[config.mk]
export PLATFORM = sky130hd
export DESIGN_NAME = onehot_seq_decoder
export DESIGN_NICKNAME = d
export VERILOG_FILES = /design/src/rtl/onehot_seq_decoder.sv
export SDC_FILE = /design/constraint.sdc
export NUM_CORES = 1
export LEC_CHECK = 0
export BUFFER_PORTS_ARGS = -buffer_cell sky130_fd_sc_hd__buf_2
export CORE_MARGIN = 1
export CORE_UTILIZATION = 55
export CTS_CLUSTER_SIZE = 10
export DETAILED_ROUTE_END_ITERATION = 16
export GPL_ROUTABILITY_DRIVEN = 0
export PLACE_DENSITY = 0.79
export SLEW_MARGIN = 15
export SYNTH_ARGS = -nofsm -noshare
export SYNTH_HDL_FRONTEND = slang
export SYNTH_SLANG_ARGS = --single-unit
[constraint.sdc]
create_clock -name clk -period 3.52 [get_ports clk]
set_input_delay 0.704 -clock clk [delete_from_list [all_inputs] [get_ports clk]]
set_output_delay 0.704 -clock clk [all_outputs]
set_load 0.1 [all_outputs]
[src/rtl/onehot_seq_decoder.sv]
// Registered binary-to-one-hot decoder with direct, scan and pulse modes.
// All outputs come from registers; sel_ready is the only combinational output.
module onehot_seq_decoder #(
  parameter int SEL_W   = 3,
  parameter int DWELL_W = 8
) (
  input  logic                  clk,
  input  logic                  rst_n,
  input  logic                  en,
  input  logic [1:0]            mode,
  input  logic [DWELL_W-1:0]    dwell,
  input  logic [SEL_W-1:0]      sel_in,
  input  logic                  sel_valid,
  output logic                  sel_ready,
  output logic [2**SEL_W-1:0]   out_onehot,
  output logic [SEL_W-1:0]      out_index,
  output logic                  busy,
  output logic                  wrap
);

  localparam int OUT_W = 2**SEL_W;

  typedef enum logic [1:0] {
    M_DIRECT = 2'b00,
    M_UP     = 2'b01,
    M_DOWN   = 2'b10,
    M_PULSE  = 2'b11
  } mode_e;

  mode_e              md;
  mode_e              mode_q;
  logic [SEL_W-1:0]   idx_q;
  logic [SEL_W-1:0]   idx_d;
  logic [DWELL_W-1:0] cnt_q;
  logic [DWELL_W-1:0] cnt_d;
  logic [DWELL_W-1:0] cnt_b;
  logic               busy_q;
  logic               busy_d;
  logic               busy_b;
  logic               wrap_q;
  logic               wrap_d;
  logic [OUT_W-1:0]   oh_q;
  logic [OUT_W-1:0]   oh_d;
  logic               chg;
  logic               acc;
  logic               due;
  logic               act;
  logic               up;

  function automatic logic [OUT_W-1:0] dec(
    input logic [SEL_W-1:0] i
  );
    logic [OUT_W-1:0] r;
    r    = '0;
    r[i] = 1'b1;
    return r;
  endfunction

  assign md  = mode_e'(mode);
  assign chg = (md != mode_q);
  assign up  = (md == M_UP);

  assign sel_ready = (md == M_PULSE) ? ~busy_q : 1'b1;
  assign acc       = sel_valid & sel_ready;

  // A mode change wipes counter and pulse before the new mode acts.
  assign cnt_b  = chg ? '0 : cnt_q;
  assign busy_b = chg ? 1'b0 : busy_q;
  assign due    = (cnt_b >= dwell);

  always_comb begin
    idx_d  = idx_q;
    cnt_d  = cnt_b;
    busy_d = busy_b;
    wrap_d = 1'b0;
    act    = 1'b0;
    unique case (md)
      M_DIRECT: begin
        if (acc) begin
          idx_d = sel_in;
          cnt_d = '0;
        end
        act = en;
      end
      M_UP, M_DOWN: begin
        if (acc) begin
          idx_d = sel_in;
          cnt_d = '0;
        end else if (en) begin
          if (due) begin
            cnt_d  = '0;
            idx_d  = up ? idx_q + 1'b1 : idx_q - 1'b1;
            wrap_d = up ? (idx_q == '1) : (idx_q == '0);
          end else begin
            cnt_d = cnt_b + 1'b1;
          end
        end
        act = en;
      end
      default: begin
        if (acc) begin
          idx_d  = sel_in;
          cnt_d  = '0;
          busy_d = 1'b1;
        end else if (busy_b && en) begin
          if (due) begin
            busy_d = 1'b0;
            cnt_d  = '0;
          end else begin
            cnt_d = cnt_b + 1'b1;
          end
        end
        act = en & busy_d;
      end
    endcase
    oh_d = act ? dec(idx_d) : '0;
  end

  always_ff @(posedge clk or negedge rst_n) begin
    if (!rst_n) begin
      mode_q <= M_DIRECT;
      idx_q  <= '0;
      cnt_q  <= '0;
      busy_q <= 1'b0;
      wrap_q <= 1'b0;
      oh_q   <= '0;
    end else begin
      mode_q <= md;
      idx_q  <= idx_d;
      cnt_q  <= cnt_d;
      busy_q <= busy_d;
      wrap_q <= wrap_d;
      oh_q   <= oh_d;
    end
  end

  assign out_onehot = oh_q;
  assign out_index  = idx_q;
  assign busy       = busy_q;
  assign wrap       = wrap_q;

  a_onehot0: assert property (
    @(posedge clk) disable iff (!rst_n) $onehot0(out_onehot)
  );

endmodule

==> impl_results.md <==
- Status: complete, no violations
- # setup viols final: 0
- Post-CTS setup buffers: 0
- Sw frac: 39.9%
- CTS tree: built
- Synth Area per Inst: a little under 9 µm²
- Die Wd: 58.5 µm
- Die area: approximately 3400 µm²
- Syn Inst Count: 196
- Worst VDD drop: 247 µV
- Most frequent cell after synthesis: dfrtp_1
- Max Cap Viol: 0
- Initial core utilization: 57.9%
- Global route overflow: 0
- PD cells: 300 nW/µm²
- Area leader, netlist: dfrtp_1
- Core Rows: 20
- First-pass GRT wire length: around 7600 µm
- Most used DFF post-synth: dfrtp_1
- DIE HEIGHT: 58.5 µm
- Internal power: 373 µW
- Vias/cell: 6.25
- # resized after CTS: 0
- CTS root buffer: clkbuf_4
- Hold_ws: approximately 0.32 ns
- Core ar.: 3030 µm²
- Final Cycle Share: 87.1%
- Part of the power in registers: a little under half
- CTS Buf Count: 3
- GR peak layer: met2
- IO Port Bufs: 30
- RSZ-0062 raised after global routing: false
- GRT Overall Usage: about 30%
- Sequential area share after synthesis: 32.8%
- Largest net degree at the start of global routing: 24
- Pins Over Slew Limit: 0
- DR iter-0 viols: 131
- CTS clk-pin slew, worst paths: 0.15 ns
- Reg2reg setup slack: 0.55 ns
- Grt met2 use: between 40% and 50%
- Antenna violations before repair: 0
- Final Critical Period: 3.07 ns
- Post-synthesis cell type count: 53
- Lkg Pwr: ~0.0010 µW
- Layout cell share with drive strength beyond 1: around a quarter
- Clock Skews: 0.0120 ns
- Ant diodes: 0
- M1 GR Usage: ~43%
- ANT nets after route: 0
- Hold Crit Class: input port to async pin
- Mapped Area: 1750 µm²
- Fmax: 0.326 GHz
- Number of global-route vias before repair: 1,588
- Number of clock sinks: 23
- Post-synth top cells: 23 x dfrtp_1, 18 x nand2_1, 17 x inv_1
- Comb power frac: 32.6%
- Fillers: 258
- P&R area growth vs syn: 18.2%
- Avg WL per Cell: approximately 16 µm
- Ports: 31
- DP HPWL: 3560 µm
- Yosys top cell area share: 32.8%
- NumNets Final: ~270
- Ys async rst share: 100%
- Warnings, synthesis: 0
- Worst path arrival time: 3.32 ns
- Drt drc: 0
- Sw Pwr: 248 µW
- Worst-skew pair later-pin latency: 0.33 ns
- Slew @ Worst Pin: 0.616 ns
- DR pass1 iterations: 5
- Fin. Hold Viols: 0
- GR Layer Usage met3: 4.84%
- Seq cells post-synth: 23
- CP Max Fanout: 8
- Startpoint types: input port
- CTS Hold Bufs: 0
- Routed Wire Length: 4650 µm
- CTS Buffer Depth: 2
- Post-synth EDFFs: 0
- Htree depth: 1
- Critical path type: input port to register
- Critical path endpoint category: register
- Setup TNS Final: 0 ns
- Vias: 1,780
- Syn Nets: roughly 230
- WP data required: between 3 and 4 ns
- Clock network fraction of total power: 21.8%
- Synth top area cells: dfrtp_1 33%, ha_1 9.3%, nand2_1 3.9%, inv_1 3.6%, nor3_1 3.4%
- Max-slew headroom: 58.9%
-- critical path, stage by stage --
cell,delay (ns)
buf_2,0.14
xnor2_1,0.17
buf_4,0.17
and3_1,0.22
ha_1,0.29
a21o_1,0.18
a211oi_2,0.29
buf_4,0.18
o21a_4,0.16
a21oi_2,0.06
or4_4,0.53
a221oi_2,0.23
-- state kept, by name, indices dropped and copies added, names as in the netlist --
register / cells
wrap: 1
busy: 1
cnt_q: 8
mode_q: 2
out_onehot: 8
out_index: 3
-- power by group through the flow --
stage	clock network [µW]	logic, µW	registers [µW]
2_1_floorplan	0	80.7	348
3_3_place_gp	0	197	288
3_5_place_dp	0	200	288
4_1_cts	135	201	283
5_1_grt	144	216	284
6_report	135	203	283
-- through the flow --
step / power, µW / instance area, µm² / instances / setup WS, ns / utilization [%]
floorplan: 429 / 1750 / 196 / 0.222 / -
global placement: 485 / 2040 / 281 / 0.215 / 67.5
detailed placement: 488 / 2040 / 281 / 0.115 / 67.5
CTS: 618 / 2070 / 285 / 0.477 / 68.4
global route: 644 / 2070 / 285 / 0.182 / 68.4
finish: 621 / 2070 / 285 / 0.454 / 68.4
-- final cells by class --
type	count	area, µm²	area share, %
clock inverter	1	5.00	0.242
timing repair buffer	44	255	12.3
sequential	23	576	27.8
tap	44	55.1	2.66
clock buffer	3	22.5	1.09
multi-input combinational	152	1090	52.7
inverter	18	67.6	3.26
-- per-layer routing --
layer | share of wire [%] | vias to the layer above
met5 | 0 | -
li1 | - | 831
met4 | 1.5 | 0
met1 | 45 | 847
met3 | 8.6 | 8
met2 | 45 | 94
-- cell usage in the layout (no fill, tap or decap), drive strengths merged, types with 2 or more instances in the layout --
master,count
a211oi,2
xnor2,6
and2,3
and3,8
buf,44
dfrtp,23
or4,3
o22ai,4
o211ai,4
o21a,2
ha,13
a31oi,4
clkbuf,3
nor2,11
a2111oi,6
nand3,10
a21o,2
a22oi,5
o21ai,8
nor3,12
a21oi,10
o221ai,2
nand2,19
inv,18
-- final timing paths --
check | startpoint | endpoint | cells past startpoint
worst max-delay path | mode[0] | cnt_q[3] | 12
worst min-delay path | rst_n | cnt_q[6] | 1
worst max register to register | mode_q[0] | cnt_q[3] | 11
worst min register to register | busy | busy | 1
max in group asynchronous | rst_n | out_onehot[5] | 1
min in group clk | mode[1] | mode_q[1] | 1
-- logic make-up (layout without fill, tap and decap cells) --
group                    after synthesis  in the layout  synth area share (%)
flip-flops                            23             23                  32.8
AO/OA/AOI/OAI                         59             59                  27.2
buffers and inverters                 21             66                  4.92
adder cells (fa/ha/maj)               14             14                  10.4
multiplexers                           1              1                 0.571
AND/OR/NAND/NOR                       71             71                  20.6
XOR/XNOR                               7              7                  3.50
Power figures use the tool's default switching activity.
